File: src/rtl/univ_shift_reg.sv
// WIDTH-bit universal shift register with eight modes and a counted burst engine.
// A start pulse runs one shift/rotate op for nshift consecutive cycles with busy/done.
module univ_shift_reg #(
   parameter int unsigned WIDTH = 8,
   parameter int unsigned CNT_W = 4
) (
   input  logic             clk,
   input  logic             rst,
   input  logic             en,
   input  logic [2:0]       mode,
   input  logic [WIDTH-1:0] din,
   input  logic             sin_l,
   input  logic             sin_r,
   input  logic             start,
   input  logic [CNT_W-1:0] nshift,
   output logic [WIDTH-1:0] q,
   output logic             sout_l,
   output logic             sout_r,
   output logic             busy,
   output logic             done
);

   typedef enum logic [0:0] {StIdle, StRun} state_e;

   state_e           state;
   logic [2:0]       burst_op;
   logic [CNT_W-1:0] count;
   logic [2:0]       op_sel;
   logic [WIDTH-1:0] q_next;
   logic             launch;

   // Only the shifting/rotating modes (010..110) may start a burst.
   assign launch = (state == StIdle) && start && (nshift != '0) &&
                   (mode >= 3'd2) && (mode <= 3'd6);

   assign op_sel = (state == StRun) ? burst_op : mode;
   assign sout_l = q[WIDTH-1];
   assign sout_r = q[0];

   always_comb begin
      q_next = q;
      unique case (op_sel)
         3'd0: q_next = q;
         3'd1: q_next = din;
         3'd2: q_next = {q[WIDTH-2:0], sin_l};
         3'd3: q_next = {sin_r, q[WIDTH-1:1]};
         3'd4: q_next = {q[WIDTH-2:0], q[WIDTH-1]};
         3'd5: q_next = {q[0], q[WIDTH-1:1]};
         3'd6: q_next = {q[WIDTH-1], q[WIDTH-1:1]};
         3'd7: q_next = '0;
         default: q_next = q;
      endcase
   end

   always_ff @(posedge clk) begin
      if (rst) begin
         q        <= '0;
         busy     <= 1'b0;
         done     <= 1'b0;
         count    <= '0;
         burst_op <= 3'd0;
         state    <= StIdle;
      end else begin
         unique case (state)
            StIdle: begin
               done <= 1'b0;
               if (launch) begin
                  burst_op <= mode;
                  count    <= nshift;
                  busy     <= 1'b1;
                  state    <= StRun;
               end else if (en) begin
                  q <= q_next;
               end
            end
            StRun: begin
               q     <= q_next;
               count <= count - CNT_W'(1);
               if (count == CNT_W'(1)) begin
                  busy  <= 1'b0;
                  done  <= 1'b1;
                  state <= StIdle;
               end
            end
            default: state <= StIdle;
         endcase
      end
   end

endmodule

File: config.mk
export PLATFORM = sky130hd
export DESIGN_NAME = univ_shift_reg
export DESIGN_NICKNAME = d
export VERILOG_FILES = /design/src/rtl/univ_shift_reg.sv
export SDC_FILE = /design/constraint.sdc
export NUM_CORES = 1
export LEC_CHECK = 0
export ABC_AREA = 1
export CORE_UTILIZATION = 25
export CTS_BUF_LIST = sky130_fd_sc_hd__clkbuf_2
export CTS_CLUSTER_DIAMETER = 30
export DETAILED_ROUTE_END_ITERATION = 8
export PLACE_DENSITY = 0.54
export SYNTH_ARGS = -nofsm -noshare
export SYNTH_HDL_FRONTEND = slang
export SYNTH_SLANG_ARGS = --single-unit
File: constraint.sdc
create_clock -name clk -period 2 [get_ports clk]
set_clock_uncertainty 0.05 [all_clocks]
set_input_delay 0.5 -clock clk [delete_from_list [all_inputs] [get_ports clk]]
set_output_delay 0.5 -clock clk [all_outputs]
set_load 0.1 [all_outputs]
# Yosys cells after proc, flatten, opt, wreduce, memory -nomap -nowiden
# Cells that the tools add are included.
op_classes:
  n_addsub: 1
  magnitude_cmp: 2
  eq_ne: 12
  muxes: 15
  bitwise_logic: 1
  n_reduce_logical: 9
op_table:
  columns: ["cell", "n"]
  rows:
  - ["one-hot mux 8 bit (8 select lines)", 1]
  - ["2-to-1 mux 8 bit", 2]
  - ["one-hot mux 8 bit (2 select lines)", 1]
  - ["== test 3 bit (second input constant)", 4]
  - ["one-hot mux 4 bit (2 select lines)", 1]
  - ["== test 3 x 2 -> 1 bit (second input constant)", 2]
  - ["inequality test 2 bit (second input constant)", 3]
  - ["one-hot mux 1 bit (2 select lines)", 3]
  - ["AND reduction 2 bit", 3]
  - ["2-to-1 mux 1 bit", 5]
  - ["== test 4 x 1 -> 1 bit (second input constant)", 1]
  - ["logical AND 1 bit", 4]
  - ["2-to-1 mux 4 bit", 1]
  - ["nonzero test 4 bit", 1]
  - ["subtractor 4 x 1 -> 4 bit (second input constant)", 1]
  - ["== test 3 x 1 -> 1 bit (second input constant)", 1]
  - [">= comparator 3 x 2 -> 1 bit (second input constant)", 1]
  - ["less-or-equal comparator 3 bit (second input constant)", 1]
  - ["zero test 3 bit", 1]
  - ["2-to-1 mux 3 bit", 1]
  - ["inequality test 2 x 1 -> 1 bit (second input constant)", 1]
  - ["NOT 1 bit", 1]
word_totals:
  register_bits: 18
  in_bits: 21
  out_inout_bits: 12
  word_cells: 46

# Depth between registers and ports, before layout
# Gate-level depths: netlist (run 1).
depth:
  ltp_word: 7
  ltp_mapped: 13
  ltp_nobuf: 11

# Worst setup path before layout (run 1)
# No wires, ideal clock.
synth_path:
  path_kind: "register -> output"
  from: "register q[0]"
  to: "output q[0]"
  t_arrival_ns: 1.408
  required_ns: 1.450
  slack_ns: 0.042
  path_stages_with_launch: 2
  path_buffers: 1
  cell_sequence: "dfxtp_1 -> buf_4"
synth_rtl:
  columns: ["item", "line_no", "rtl"]
  rows:
  - ["from (decl)", "16", "output logic [WIDTH-1:0] q,"]
  - ["from (signal assigned)", "73", "q <= q_next;"]
  - ["from (signal assigned)", "77", "q <= q_next;"]
# No word-level cell between the ends.

# Worst setup path in the final report (run 1)
layout_path:
  from: "input mode[1]"
  to: "register q[5]"
layout_via:
  elab_chain_cells: 6
  word_cells_on_any_way: 19
  classes_between: "order compare (2); eq/ne (8); mux (5); reduce/logical (4)"
layout_lines:
  columns: ["item", "line_no", "rtl"]
  rows:
  - ["from (decl)", "10", "input logic [2:0] mode,"]
  - ["2-to-1 mux 3 bit", "36", "assign op_sel = (state == StRun) ? burst_op : mode;"]
  - ["== test 3 bit, or another cell as far along", "42", "unique case (op_sel)"]
  - ["one-hot mux 8 bit (8 select lines)", "42", null]
  - ["2-to-1 mux 8 bit", "72", "end else if (en) begin"]
  - ["2-to-1 mux 8 bit", "67", "if (launch) begin"]
  - ["one-hot mux 8 bit (2 select lines)", "64", "unique case (state)"]
# Parallel ways exist; a longest one is shown, timed or not. The select of a mux whose other input is x is not followed.
# A chain may end at the register's enable or synchronous reset.

==> impl_metrics.py, run 1 <==
metrics = {
    "routing": {
        "vias": 1245,
        "drt_iter0_markers": 71,
        "dr.pass1.iters": 4,
        "post-route-drc-count": 0,
        "antenna_left": 0,
        "wl_per_cell_um": 10.04,
        "vias_per_cell": 4.220,
        "finalWirelength_um": 2962,
    },
    "run_status": {
        "status": "finished, final reports clean",
    },
    "critical_path": {
        "path_max_fanout": 9,
        "timing.rr.end": "q[0]",
        "ff2ff_path_depth": 8,
        "rrSetupSlack_ns": 0.33,
        "critPathCaptureType": "register",
        "regToRegStartpoint": "state",
        "crit_arrival_ns": 1.95,
        "critPathLaunch": "mode[1]",
        "path_class": "in -> reg",
        "required_ns": 2.20,
        "setup.worst_path.end": "q[5]",
        "cp-start-kind": "input pin",
    },
    "cts": {
        "cts_setup_buffers": 0,
        "numCtsBuffers": 3,
        "clkLatencyLatePin_ns": 0.30,
        "holdBufCountCts": 0,
        "cts-resized-gates": 0,
        "max-clock-path-buffers": 2,
        "cts_root_buffer": "clkbuf_2",
        "clkSinkCount": 18,
        "htreeDepth": 1,
        "clkSlewWorstSetupHoldPaths_ns": 0.18,
        "cts_tree": "yes",
    },
    "yosys": {
        "syn-num-nets": 213,
        "ys_types": 30,
        "postSynthCellCount": 190,
        "synth_edf_count": 0,
        "ys_async_sr_fraction_pct": 0,
        "synth_commonest_cells": "nand2_1, nor2_1, dfxtp_1, inv_1",
        "synth.ff_latch_count": 18,
        "ys.flop_type": "dfxtp_1",
        "yosysWarnings": 0,
        "ys_seq_area_share_pct": 28.35,
        "synth_top_area_share_pct": 28.35,
        "yosysTopAreaCell": "dfxtp_1",
        "syn_area_per_cell_um2": 6.691,
        "synthTopCellsByArea": "dfxtp_1, nand2_1, nor2_1",
        "syn-cell-area_um2": 1271,
        "yosysMostFrequentCell": "nand2_1",
    },
    "cells_and_area": {
        "syn2layout_area_growth_pct": 43.01,
        "regArea_um2": 360.3,
        "diodes": 0,
        "multiInputGateArea_um2": 748.2,
        "fillers": 504,
        "drive_above_1_share_pct": 24.12,
        "layoutNonFillerInstCount": 295,
        "nets": 252,
    },
    "sta": {
        "setup_ws_ns": 0.2552,
        "min_period_over_period_pct": 87.24,
        "max_freq_ghz": 0.5731,
        "rsz0062_at_grt": "false",
        "max_slew_margin_pct": 75.49,
        "slew_violations": 0,
        "setup_violations": 0,
        "fin_crit_ns": 1.745,
        "hold_violations": 0,
        "tightest_slew_ns": 0.3672,
        "worst_hold_slack_ns": 0.4285,
    },
    "die": {
        "rows": 25,
        "die_x_um": 73.31,
        "start_util_pct": 26.39,
        "fp.dieH_um": 73.31,
        "pin_count": 33,
        "die_area_um2": 5374,
        "coreArea_um2": 4817,
    },
    "power_and_ir_drop": {
        "p_per_area_nw_per_um2": 652.2,
        "ir_worst_vdd_mv": 0.2906,
        "leakagePower_nw": 0.7901,
    },
    "global_routing": {
        "overflow": 0,
        "grt_max_degree": 15,
        "track_usage_pct": 11.73,
        "grt_pass1_wl_um": 4961,
        "antenna_found_initial": 0,
        "first_global_vias": 1120,
    },
    "place": {
        "place_ws_ns": -0.05770,
        "dp_cells": 291,
        "hpwl_um": 2329,
        "port_buffers": 32,
        "place_congestion": 0.7906,
    },
    "hold_path": {
        "worstHoldPathType": "reg -> reg",
    },
    "job": {
        "cap_violations": 0,
    },
}
==> critical path, cell delays in order <==
cell and delay [ns]:
clkdlybuf4s50_1 0.51, buf_4 0.13, nand2_2 0.06, nand2_4 0.10, nand2_2 0.07, nand2_4 0.11
nand2_2 0.08, nand2_4 0.09, nand2_1 0.05, nand2_1 0.07, nand2_1 0.06, a21oi_2 0.10
==> sequential cells by signal (all words and copies together), names as in the netlist <==
name and cells:
burst_op 3, count 4, q 8, state 1, done 1, busy 1
==> layer usage <==
| metal | up-vias | wire, um | track usage, % |
|---|---|---|---|
| met3 | 2 | 89 | 0.9602 |
| li1 | 679 | - | - |
| met5 | - | 0 | 0 |
| met2 | 24 | 1403 | 20.06 |
| met4 | 0 | 34 | 4.487 |
| met1 | 540 | 1435 | 15.35 |
==> stage by stage <==
| stage | power [W] | area [um2] | utilization (%) | TNS (ns) |
|---|---|---|---|---|
| 3_5_place_dp | 0.001035 | 1799 | 37.35 | -0.3948 |
| 3_3_place_gp | 0.001034 | 1799 | 37.35 | -0.2693 |
| 5_1_grt | 0.001260 | 1818 | 37.74 | 0 |
| 2_1_floorplan | 0.0008458 | 1271 | - | 0 |
| 6_report | 0.001186 | 1818 | 37.74 | 0 |
| 4_1_cts | 0.001199 | 1818 | 37.74 | 0 |
==> kinds of logic after synthesis <==
kind of cell	Yosys count	share of synthesized area (%)
AOI/OAI and AO/OA	24	11.71
xor gates and xnor gates	1	0.6891
adders and majority gates	2	1.968
buffers and inverters	27	12.79
DFF	18	28.35
and+or+nand+nor	118	44.49
==> report_power, final <==
group	leakage (nW)	switching (W)	total [W]	internal, W
sequential	0.148	0.0000483	0.000442	0.000393
combinational	0.628	0.000352	0.000583	0.000231
clock	0.0140	0.000117	0.000161	0.0000435
==> layout by cell type, fill, tap and decap left out, types with 2 or more instances in the layout <==
cell and count:
a21oi_1 14, a21oi_2 3, buf_12 13, buf_4 9
clkbuf_2 3, clkdlybuf4s50_1 20, dfxtp_1 18, ha_1 2
inv_1 15, inv_2 2, nand2_1 57, nand2_2 9
nand2_4 5, nand3_1 14, nand3_2 2, nor2_1 24
o21ai_0 2, or2_2 3
==> worst min path at each step <==
stage / start / depth (start not counted) / to / slack, ns
finish: burst_op[0] / 2 / burst_op[0] / 0.43
global route: burst_op[0] / 2 / burst_op[0] / 0.47
CTS: burst_op[0] / 2 / burst_op[0] / 0.43
detailed placement: burst_op[0] / 2 / burst_op[0] / 0.41
global placement: burst_op[0] / 2 / burst_op[0] / 0.41
floorplan: burst_op[1] / 2 / burst_op[1] / 0.39
==> cell type report <==
class / count / share of cell area [%]
clock buffers: 3 / 0.8259
clock inverters: 1 / 0.2065
inverters: 19 / 4.336
multi-input cells: 145 / 41.16
flip-flops and latches: 18 / 19.82
well taps: 67 / 4.611
repair buffers: 42 / 29.04
No activity file was read; power rests on OpenSTA's default activity.
==> run 2, diff against run 1 <==
--- a/config.mk
+++ b/config.mk
@@ -5,12 +5,12 @@
 export SDC_FILE = /design/constraint.sdc
 export NUM_CORES = 1
 export LEC_CHECK = 0
-export ABC_AREA = 1
+export ABC_CLOCK_PERIOD_IN_PS = 2000
 export CORE_UTILIZATION = 25
 export CTS_BUF_LIST = sky130_fd_sc_hd__clkbuf_2
 export CTS_CLUSTER_DIAMETER = 30
 export DETAILED_ROUTE_END_ITERATION = 8
-export PLACE_DENSITY = 0.54
+export PLACE_DENSITY = 0.55
 export SYNTH_ARGS = -nofsm -noshare
 export SYNTH_HDL_FRONTEND = slang
 export SYNTH_SLANG_ARGS = --single-unit
==> run 2 against run 1 <==
Net effect:
- critical path depth fell by 5
- utilization increased by 4.5 points
- critical path type unchanged
- die area is 13% lower
- combinational power fell by 3.8%
- routed wire length up 7.1%
- power is 0.45% lower
- via count fell by 6.9%
- global-route usage increased by 3.3 points
- hold slack worse by 0.0019 ns
==> impl_metrics.py, run 2 <==
metrics = {
    "cells_and_area": {
        "largest_reg_flops": 8,
        "multiInputGateArea_um2": 730.7,
        "drive_above_1_share_pct": 25.15,
        "regArea_um2": 361.6,
        "final_common_cell": "dfxtp_1",
        "layoutNonFillerInstCount": 217,
        "top_register": "q",
        "diodes": 0,
        "fillers": 387,
        "reg.largest.list": "q: 8 flops, count: 4 flops, burst_op: 3 flops",
        "nets": 191,
        "layout_common_cells": "dfxtp_1, clkdlybuf4s50_1, buf_4, buf_12, nor2_1",
        "syn2layout_area_growth_pct": 57.55,
    },
    "die": {
        "coreArea_um2": 4115,
        "pin_count": 33,
        "fp.dieH_um": 68.40,
        "rows": 23,
        "start_util_pct": 26.79,
        "die_x_um": 68.40,
        "die_area_um2": 4679,
    },
    "cts": {
        "numCtsBuffers": 3,
        "cts_root_buffer": "clkbuf_2",
        "cts_tree": "yes",
        "max-clock-path-buffers": 2,
        "clkSlewWorstSetupHoldPaths_ns": 0.18,
        "htreeDepth": 1,
        "holdBufCountCts": 0,
        "clkLatencyLatePin_ns": 0.31,
        "clkSinkCount": 18,
    },
    "place": {
        "port_buffers": 32,
        "dp_cells": 213,
        "place_congestion": 0.8525,
        "hpwl_um": 2393,
    },
    "global_routing": {
        "track_usage_pct": 15.07,
        "overflow": 0,
        "antenna_found_initial": 0,
        "grt_max_degree": 16,
        "first_global_vias": 1169,
        "grt_pass1_wl_um": 5257,
    },
    "yosys": {
        "syn-cell-area_um2": 1102,
        "ys.flop_type": "dfxtp_1",
        "synth_commonest_cells": "dfxtp_1, nor2_1, a21oi_1, nand2_1, nand2b_1",
        "synth_edf_count": 0,
        "synthTopCellsByArea": "dfxtp_1, mux2i_1, a221o_1",
        "syn_area_per_cell_um2": 8.680,
        "yosysWarnings": 0,
        "syn-num-nets": 150,
        "ys_types": 44,
        "synth_top_area_share_pct": 32.69,
        "postSynthCellCount": 127,
        "yosysMostFrequentCell": "dfxtp_1",
        "synth.ff_latch_count": 18,
        "ys_async_sr_fraction_pct": 0,
        "ys_seq_area_share_pct": 32.69,
        "yosysTopAreaCell": "dfxtp_1",
    },
    "sta": {
        "rsz0062_at_grt": "false",
        "hold_violations": 0,
        "fin_crit_ns": 1.916,
        "tightest_slew_ns": 0.6608,
        "setup_violations": 0,
        "worst_hold_slack_ns": 0.4266,
        "max_freq_ghz": 0.5220,
        "max_slew_margin_pct": 55.57,
        "min_period_over_period_pct": 95.79,
        "slew_violations": 0,
    },
    "run_status": {
        "status": "finished, final reports clean",
    },
    "critical_path": {
        "setup.worst_path.end": "q[7]",
        "crit_arrival_ns": 2.09,
        "required_ns": 2.17,
        "critPathCaptureType": "register",
        "cp-start-kind": "input pin",
        "path_class": "in -> reg",
        "rrSetupSlack_ns": 0.16,
        "critPathLaunch": "nshift[3]",
        "path_max_fanout": 4,
        "ff2ff_path_depth": 5,
        "timing.rr.end": "q[0]",
        "regToRegStartpoint": "burst_op[1]",
    },
    "routing": {
        "antenna_left": 0,
        "vias": 1159,
        "post-route-drc-count": 0,
        "dr.pass1.iters": 4,
        "wl_per_cell_um": 14.62,
        "finalWirelength_um": 3172,
        "vias_per_cell": 5.341,
        "drt_iter0_markers": 63,
    },
    "power_and_ir_drop": {
        "ir_worst_vdd_mv": 0.2827,
        "seq_power_share_pct": 38.4,
        "p_per_area_nw_per_um2": 679.7,
        "p_int_w": 0.0006851,
        "clkPwrFrac_pct": 14.1,
        "leakagePower_nw": 0.6733,
        "p_sw_w": 0.0004953,
        "comb_power_share_pct": 47.5,
        "switching_share_pct": 41.96,
    },
    "job": {
        "cap_violations": 0,
    },
    "hold_path": {
        "worstHoldPathType": "in -> reg",
    },
}
## run 2: cell count changes after synthesis, moves of 8 or more
cell | before | now
nand3_1 | 14 | 2
inv_1 | 15 | 2
nand2_2 | 9 | 0
nand2b_1 | 0 | 8
nand2_1 | 57 | 8
nor2_1 | 24 | 10
## run 2: area by class of cell
cell class / count / share of cell area [%]
Clock buffer: 3 / 0.8646
Clock inverter: 1 / 0.2161
Inverter: 2 / 0.4323
Multi-Input combinational cell: 97 / 42.07
Sequential cell: 18 / 20.82
Tap cell: 50 / 3.602
Timing Repair Buffer: 46 / 31.99
## run 2: logic make-up after synthesis
family	synth area share (%)
AOI/OAI and AO/OA	27.58
adders and majority gates	2.270
buffers and inverters	5.675
muxes	7.378
DFF	32.69
and+or+nand+nor	21.23
xor gates and xnor gates	3.179
## run 2: worst min path at each step
| stage | endpoint | cells after the start | slack (ns) | start |
|---|---|---|---|---|
| global route | count[0] | 3 | 0.45 | nshift[0] |
| global placement | busy | 1 | 0.47 | busy |
| finish | count[0] | 3 | 0.43 | nshift[0] |
| CTS | done | 2 | 0.50 | done |
| detailed placement | busy | 1 | 0.47 | busy |
| floorplan | count[3] | 2 | 0.46 | count[3] |
## run 2: metrics by stage
step,setup WS (ns),util [%],setup TNS [ns],power [W],cell area (um2)
floorplan,0.04115,-,0,0.0007885,1102
global placement,-0.3378,40.23,-4.360,0.0009931,1655
detailed placement,-0.3966,40.23,-5.023,0.0009993,1655
CTS,0.01364,41.20,0,0.001176,1695
global route,0.008455,42.20,0,0.001243,1737
finish,0.08413,42.20,0,0.001180,1737
## run 2: layer usage
metal	wire, um	share of wire (%)	vias up	global-route usage [%]
met4	21	0.66	0	4.167
met1	1482	47	554	18.59
met5	0	0	-	0
met2	1485	47	40	25.98
li1	-	-	561	-
met3	183	5.8	4	3.333
## run 2: power by group through the flow
stage | combinational [W] | sequential, W | clock, W
6_report | 0.000561 | 0.000453 | 0.000167
5_1_grt | 0.000596 | 0.000460 | 0.000188
4_1_cts | 0.000552 | 0.000451 | 0.000174
3_5_place_dp | 0.000542 | 0.000457 | 0
3_3_place_gp | 0.000536 | 0.000457 | 0
2_1_floorplan | 0.000234 | 0.000554 | 0
## run 2: critical path, stage by stage
cell,delay [ns]
clkdlybuf4s50_1,0.43
or4_4,0.43
nand4_1,0.19
buf_4,0.17
a21oi_1,0.06
o21bai_2,0.19
mux2i_1,0.12
## run 2: timing repair
| action | CTS | global route |
|---|---|---|
| setup endpoints to repair | 7 | 8 |
| setup buffers | 0 | 0 |
| gates resized for setup | 5 | 11 |
| pin swaps | 3 | 2 |
==> run 3, diff against run 2 <==
--- a/config.mk
+++ b/config.mk
@@ -7,9 +7,10 @@
 export LEC_CHECK = 0
 export ABC_CLOCK_PERIOD_IN_PS = 2000
 export CORE_UTILIZATION = 25
-export CTS_BUF_LIST = sky130_fd_sc_hd__clkbuf_2
+export CTS_BUF_LIST = sky130_fd_sc_hd__clkbuf_4 sky130_fd_sc_hd__clkbuf_8
 export CTS_CLUSTER_DIAMETER = 30
 export DETAILED_ROUTE_END_ITERATION = 8
+export GPL_TIMING_DRIVEN = 0
 export PLACE_DENSITY = 0.55
 export SYNTH_ARGS = -nofsm -noshare
 export SYNTH_HDL_FRONTEND = slang
==> run 3 against run 2 <==
Net effect:
- setup slack lost 0.015 ns
- clock power grew 82%
- sequential share of layout area grew 2.0 points
- first-iteration DRC count shrank 16%
- critical path type unchanged
- largest cell class unchanged
==> impl_metrics.py, run 3 (synthesis gave the netlist of run 2 again) <==
metrics = {
    "cells_and_area": {
        "top_register": "q",
        "utilization_pct": 38.43,
        "fillers": 440,
        "drive_above_1_share_pct": 22.36,
        "reg.largest.list": "q: 8 flops, count: 4 flops, burst_op: 3 flops",
        "diodes": 0,
        "final_common_cell": "dfxtp_1",
        "layout_common_cells": "dfxtp_1, clkdlybuf4s50_1, nor2_1, clkdlybuf4s15_2, a21oi_1",
        "syn2layout_area_growth_pct": 43.47,
        "nets": 185,
        "largest_reg_flops": 8,
    },
    "critical_path": {
        "crit_arrival_ns": 2.02,
        "required_ns": 2.09,
        "cp-start-kind": "input pin",
        "critPathCaptureType": "register",
        "ff2ff_path_depth": 5,
        "slowest_delay_ns": 0.53,
        "path_class": "in -> reg",
        "slowest_stage": "or4_4",
        "path_max_fanout": 4,
        "critical_path.cell_chain": "dlygate4sd2_1 > or4_4 > nand4_1 > buf_4 > a21oi_1 > o21bai_2 > mux2i_1",
    },
    "global_routing": {
        "track_usage_pct": 15.13,
        "use_met1_pct": 20.12,
        "busiest_layer": "met2",
        "first_global_vias": 1130,
        "grt_pass1_wl_um": 5250,
        "antenna_found_initial": 0,
        "grt_max_degree": 11,
        "grt_util_met3_pct": 3.500,
        "use_met2_pct": 24.63,
        "overflow": 0,
    },
    "die": {
        "die_area_um2": 4679,
        "fp.dieH_um": 68.40,
        "die_x_um": 68.40,
        "coreArea_um2": 4115,
        "rows": 23,
        "start_util_pct": 26.79,
        "pin_count": 33,
    },
    "routing": {
        "antenna_left": 0,
        "dr.pass1.iters": 4,
        "wl_per_cell_um": 14.67,
        "vias_per_cell": 5.223,
        "drt_iter0_markers": 53,
        "post-route-drc-count": 0,
        "finalWirelength_um": 3096,
        "vias": 1102,
    },
    "power_and_ir_drop": {
        "seq_power_share_pct": 35.4,
        "comb_power_share_pct": 40.0,
        "ir_worst_vdd_mv": 0.3916,
        "clkPwrFrac_pct": 24.6,
        "p_sw_w": 0.0004866,
        "p_per_area_nw_per_um2": 779.6,
        "switching_share_pct": 39.46,
        "leakagePower_nw": 0.5898,
        "p_int_w": 0.0007464,
    },
    "sta": {
        "slew_violations": 0,
        "max_slew_margin_pct": 59.05,
        "final.setup.tns_ns": 0,
        "max_freq_ghz": 0.5179,
        "min_period_over_period_pct": 96.55,
        "setup_violations": 0,
        "hold_violations": 0,
        "tightest_slew_ns": 0.6090,
        "fin_crit_ns": 1.931,
    },
    "place": {
        "place_congestion": 0.7563,
        "hpwl_um": 2304,
        "port_buffers": 32,
    },
    "run_status": {
        "status": "finished, final reports clean",
    },
    "cts": {
        "clkSlewWorstSetupHoldPaths_ns": 0.07,
        "clkSinkCount": 18,
        "cts_root_buffer": "clkbuf_8",
        "numCtsBuffers": 3,
        "clkLatencyLatePin_ns": 0.25,
        "htreeDepth": 1,
        "max-clock-path-buffers": 2,
        "cts_tree": "yes",
    },
    "hold_path": {
        "worstHoldPathType": "reg -> reg",
        "min_path_cells": 1,
    },
    "job": {
        "cap_violations": 0,
    },
}
==> run 3: worst max-delay path, delay by kind of cell <==
kind                   cells  cell delay [ns]
and+or+nand+nor            2             0.73
buffers and inverters      2             0.41
AOI/OAI and AO/OA          2             0.25
muxes                      1             0.12
==> run 3: area by class of cell <==
class                   instances  area (um2)  share of cell area [%]
clock buffers                   4       55.05                   3.481
repair buffers                 33       321.6                   20.33
inverters                       2       7.507                  0.4747
well taps                      50       62.56                   3.956
multi-input cells              97       729.5                   46.12
plain buffers                   7       43.79                   2.769
flip-flops and latches         18       361.6                   22.86
==> run 3: routing by layer <==
| metal | vias to the layer above | share of wire (%) |
|---|---|---|
| li1 | 548 | - |
| met5 | - | 0 |
| met1 | 514 | 48 |
| met2 | 38 | 47 |
| met4 | 0 | 0.26 |
| met3 | 2 | 4.7 |
==> run 3: worst paths after layout <==
kind | start | slack, ns | end
hold reg to reg | busy | 0.43 | busy
setup reg to reg | burst_op[1] | 0.20 | q[2]
hold / removal | busy | 0.43 | busy
setup / recovery | nshift[2] | 0.07 | q[7]
==> run 3: timing repair <==
action / 4_1_cts / 5_1_grt
gates cloned: 0 / 0
hold buffers: 0 / 0
setup buffers: 1 / 0
gates resized for setup: 45 / 10
setup endpoints to repair: 21 / 10
pin swaps: 5 / 1
==> run 3: power by group through the flow <==
stage	Combinational (W)	Sequential, W	Clock (W)
finish	0.000493	0.000436	0.000304
global placement	0.000491	0.000433	0
CTS	0.000499	0.000425	0.000317
floorplan	0.000234	0.000554	0
global route	0.000530	0.000442	0.000334
detailed placement	0.000494	0.000433	0
==> run 3: through the flow <==
stage / total power, W / cell area (um2) / worst slack (ns) / instances / hold WS (ns)
final: 0.001233 / 1582 / 0.06907 / 211 / 0.4287
after global routing: 0.001306 / 1582 / -0.008841 / 211 / 0.4663
after CTS: 0.001241 / 1580 / 0.009313 / 214 / 0.4431
after detailed placement: 0.0009275 / 1485 / -0.5435 / 209 / 0.4244
after global placement: 0.0009234 / 1485 / -0.5147 / 209 / 0.3998
after floorplan: 0.0007885 / 1102 / 0.04115 / 127 / 0.4649
==> edit 1, RTL diff (flow settings as in run 1) <==
Reset style: asynchronous (`rst`), changed in one clocked block.
--- a/src/rtl/univ_shift_reg.sv
+++ b/src/rtl/univ_shift_reg.sv
@@ -52,7 +52,7 @@
       endcase
    end
 
-   always_ff @(posedge clk) begin
+   always_ff @(posedge clk or posedge rst) begin
       if (rst) begin
          q        <= '0;
          busy     <= 1'b0;
Behaviour: differs if rst is asserted again (counterexample within 4 cycles, from zero or initial values and one cycle with rst high); with rst held inactive, the same outputs for 10 cycles.
==> edit 1 against run 1 <==
  * Count of clock-buffer cells in the layout unchanged
  * First-iteration DRC count shrank 20%
  * Routed wire length rose by 4.2%
  * Fmax up 3.0%
  * Worst setup slack better by 0.051 ns
  * Sequential share of layout area rose by 5.1 points
  * Synthesized area rose by 0.59%
  * Sequential cell count did not move
  * Final area is 0.48% lower
Power is left out: the tool's default activity adds up to more than one toggle a clock period on the data nets, which glitch-free logic cannot reach.
==> edit 1: results (changes against run 1) <==
[logic_synthesis]
syn_nets = 201  ; was 213
synth_top_area_share_pct = 35.2  ; was 28.3%
synthFlopType = dfrtp_1  ; was dfxtp_1
ys_warn_count = 0  ; unchanged
synth_area_per_cell_um2 = 7.18  ; was 6.69 um2
synth_cell_types = 24  ; was 30
async_flop_share_pct = 100  ; was 0%
ys_top_cells_by_count = nand2_1 (62), nor2_1 (19), dfrtp_1 (18), nand3_1 (16), inv_1 (15)  ; was nand2_1 (57), nor2_1 (24), dfxtp_1 (18), inv_1 (15)
synth.area.top_cells = dfrtp_1 (35%), nand2_1 (18%), nand3_1 (6.3%)  ; was dfxtp_1 (28%), nand2_1 (17%), nor2_1 (7.1%)
synth_seq_area_share_pct = 35.2  ; was 28.3%

[route]
vias = 1193  ; was 1245
drtIter0Drc = 57  ; was 71
post_drt_wl_per_cell_um = 11.0  ; was 10.0 um

[grt]
grt_max_degree = 19  ; was 15
grt_pass1_wl_um = 5460  ; was 4960 um
use_met1_pct = 19.2  ; was 15.4%
grtUsageMet2_pct = 19.2  ; was 20.1%
grt_pass1_vias = 1142  ; was 1120
grt_usage_pct = 13.1  ; was 11.7%
grtUsageMet3_pct = 1.65  ; was 0.960%

[layout]
fill_cells = 512  ; was 504
drive_gt1_share_pct = 21.5  ; was 24.1%
top_regs = q (8), count (4), burst_op (3)  ; unchanged
utilization_pct = 37.6  ; was 37.7%
antenna_cells = 0  ; unchanged
nets = 238  ; was 252
final_cells = 281  ; was 295

[critical_path]
crit-reg2reg-launch = state$_DFF_PP0_  ; was state$_SDFF_PP0_
r2r_end = count[1]$_DFFE_PP0P_  ; was q[0]$_SDFFE_PP0P_
crit_end = q[5]$_DFFE_PP0P_  ; was q[5]$_SDFFE_PP0P_
crit_arrival_ns = 1.91  ; was 1.95 ns
worst_r2r_path_depth = 7  ; was 8
cpPeakStageDelay_ns = 0.53  ; was 0.51 ns
cpMaxStageDelayCell = clkdlybuf4s50_1  ; unchanged
startpoint = mode[1]  ; unchanged
cp_max_fo = 14  ; was 9
crit_family = simple AND/OR/NAND/NOR gates  ; unchanged

[placed_design]
port_buffers = 32  ; unchanged
dpl-instance-area_um2 = 1790  ; was 1800 um2
post-dp-hpwl_um = 2410  ; was 2330 um
place_congestion = 0.813  ; was 0.791

[clocking]
cts_buffer_depth = 2  ; unchanged
cts.clk_slew.worst_paths_ns = 0.19
post_cts_buffers = 0  ; unchanged
root_buffer = clkbuf_2  ; unchanged
insertion_delay_ns = 0.30  ; about the same
h-tree-depth = 1  ; unchanged

[status]
outcome = complete, no violations  ; unchanged

[min_path]
hold_class = in2async  ; was reg2reg

[sta]
worstMarginPinSlew_ns = 0.330  ; was 0.367 ns
setup_viol = 0  ; unchanged

edit 1: worst min path at each step:
stage	start	endpoint	slack, ns	cells past startpoint
detailed placement	burst_op[2]$_DFFE_PP0P_	burst_op[2]$_DFFE_PP0P_	0.45	2
finish	rst	q[1]$_DFFE_PP0P_	0.43	3
global placement	burst_op[2]$_DFFE_PP0P_	burst_op[2]$_DFFE_PP0P_	0.45	2
global route	rst	busy$_DFFE_PP0P_	0.43	3
floorplan	rst	burst_op[0]$_DFFE_PP0P_	0.39	1
CTS	rst	done$_DFFE_PP0P_	0.42	3
edit 1: cell type report:
cell class	instances	area share, %
Timing Repair Buffer	38	26.8
Inverter	17	3.53
Clock inverter	1	0.207
Clock buffer	3	0.830
Multi-Input combinational cell	137	39.1
Tap cell	67	4.63
Sequential cell	18	24.9
edit 1: through the flow:
| stage | worst slack, ns | hold slack, ns |
|---|---|---|
| after detailed placement | -0.0326 | 0.450 |
| after floorplan | 0.0783 | 0.389 |
| after global placement | -0.0551 | 0.451 |
| after global routing | 0.0539 | 0.427 |
| after CTS | 0.309 | 0.424 |
| final | 0.306 | 0.429 |
edit 1: cells by family (layout without fill, tap and decap cells):
kind of cell | Yosys count | count (layout) | share of synthesized area, %
buffers and inverters | 23 | 59 | 9.49
DFF | 18 | 18 | 35.2
and+or+nand+nor | 124 | 124 | 47.7
AOI/OAI and AO/OA | 11 | 11 | 5.68
adders and majority gates | 2 | 2 | 1.96
edit 1: tightest hold or removal path, stage by stage:
cell and delay, ns:
clkdlybuf4s50_1 0.39, inv_1 0.05, buf_4 0.26
edit 1: layer usage:
metal	wire [um]	up-vias
li1	-	634
met1	1590	536
met2	1390	17
met3	55	6
met4	53	0
met5	0	-
==> edit 2, RTL diff (settings of run 1) <==
Made on the original files. `WIDTH`: 8 -> 10.
--- a/src/rtl/univ_shift_reg.sv
+++ b/src/rtl/univ_shift_reg.sv
@@ -1,7 +1,7 @@
 // WIDTH-bit universal shift register with eight modes and a counted burst engine.
 // A start pulse runs one shift/rotate op for nshift consecutive cycles with busy/done.
 module univ_shift_reg #(
-   parameter int unsigned WIDTH = 8,
+   parameter int unsigned WIDTH = 10,
    parameter int unsigned CNT_W = 4
 ) (
    input  logic             clk,
Interface: changed (resized din and q); port bits go from 33 to 37. The function was not compared with the original's and may differ.
==> edit 2 against run 1 <==
  * Worst setup slack improved by 0.045 ns
  * Synthesized area rose by 8.9%
  * Global-route usage rose by 0.50 points
  * Combinational power rose by 22%
  * Core utilization rose by 0.31 points
  * Critical path depth fell by 3
  * Sequential cell count rose by 2
  * Routed wire length rose by 13%
  * Clock power rose by 6%
  * Total power rose by 16%
  * Final area rose by 8.9%
  * Non-clock buffer count rose by 4
  * Critical path type unchanged
  * Critical endpoint is now q[7]$_SDFFE_PP0P_
  * Largest cell class unchanged
  * Largest power group unchanged
==> edit 2: results (changes against run 1) <==
[status]
outcome = complete, no violations  ; unchanged

[clocking]
cts.clk_slew.worst_paths_ns = 0.20  ; was 0.18 ns

[sta]
worstMarginPinSlew_ns = 0.330  ; was 0.367 ns

[placed_design]
post-dp-hpwl_um = 2540  ; was 2330 um
place_congestion = 0.744  ; was 0.791
dpl_worst_slack_ns = -0.0649  ; was -0.0577 ns

[critical_path]
cp_max_fo = 18  ; was 9
crit_arrival_ns = 1.91  ; was 1.95 ns

[power]
p_leak_uw = 0.000831  ; was 0.000790 uW

[route]
vias = 1386  ; was 1245
drt_wl_total_um = 3360  ; was 2960 um
drtIter0Drc = 63  ; was 71
post_drt_wl_per_cell_um = 10.7  ; was 10.0 um

[grt]
grt_max_degree = 21  ; was 15
grt_usage_pct = 12.2  ; was 11.7%
grt_pass1_wl_um = 5820  ; was 4960 um
grt_pass1_vias = 1260  ; was 1120

[logic_synthesis]
synth_fa_ha_area_share_pct = 1.81  ; was 1.97%
synth-compound-area-share_pct = 13.1  ; was 11.7%
ys_top_cells_by_count = nand2_1 (64), nor2_1 (26), dfxtp_1 (20), inv_1 (16), nand3_1 (15)  ; was nand2_1 (57), nor2_1 (24), dfxtp_1 (18), inv_1 (15)
synth_cell_types = 25  ; was 30
synth.area.top_cells = dfxtp_1 (29%), nand2_1 (17%), nor2_1 (7.1%)  ; was dfxtp_1 (28%), nand2_1 (17%), nor2_1 (7.1%)
syn_nets = 229  ; was 213
synth_seq_area_share_pct = 28.9  ; was 28.3%

[layout]
fill_cells = 555  ; was 504
nets = 271  ; was 252
drive_gt1_share_pct = 23.8  ; was 24.1%
top_regs = q (10), count (4), burst_op (3)  ; was q (8), count (4), burst_op (3)

[edit 2: power by group]
group / leakage, uW / switching [uW] / total [uW] / internal (uW)
Sequential: 0.000164 / 54.4 / 494 / 440
Clock: 0.0000125 / 129 / 170 / 40.9
Combinational: 0.000655 / 436 / 710 / 274
[edit 2: final timing paths]
check	end	slack (ns)	from	cells past startpoint
worst min register to register	burst_op[0]$_SDFFE_PP0P_	0.44	burst_op[0]$_SDFFE_PP0P_	2
worst max-delay path	q[7]$_SDFFE_PP0P_	0.30	mode[1]	9
worst min-delay path	burst_op[0]$_SDFFE_PP0P_	0.44	burst_op[0]$_SDFFE_PP0P_	2
worst max register to register	q[7]$_SDFFE_PP0P_	0.40	state$_SDFF_PP0_	8
[edit 2: layer usage]
metal	vias up	wire [um]	global-route usage [%]
met1	620	1680	15.8
met2	28	1520	19.9
met3	4	113	2.40
met5	-	0	0
li1	734	-	-
met4	0	38	4.81
[edit 2: final cells by class]
cell class | count | area (um2) | share of cell area (%)
clock buffer | 3 | 15.0 | 0.758
inverter | 18 | 67.6 | 3.41
multi-input combinational | 157 | 822 | 41.5
sequential | 20 | 400 | 20.2
tap | 70 | 87.6 | 4.42
timing repair buffer | 46 | 588 | 29.7
[edit 2: worst max-delay path: cells and delay by family]
| family | cells | cell delay [ns] |
|---|---|---|
| AOI/OAI and AO/OA | 1 | 0.12 |
| and+or+nand+nor | 6 | 0.67 |
| buffers and inverters | 2 | 0.61 |
[edit 2: cell families (layout without fill, tap and decap cells)]
group           Yosys count  in the layout
compound gates           26             26
fa+ha+maj                 2              2
buf+inv                  27             67
flops                    20             20
simple gates            129            129
[edit 2: through the flow]
step / power (uW) / hold WS (ns) / instances / instance area [um2]
finish: 1370 / 0.443 / 314 / 1980
global route: 1470 / 0.469 / 314 / 1980
CTS: 1390 / 0.446 / 314 / 1980
detailed placement: 1220 / 0.421 / 311 / 1970
global placement: 1210 / 0.410 / 311 / 1970
floorplan: 985 / 0.393 / 204 / 1380
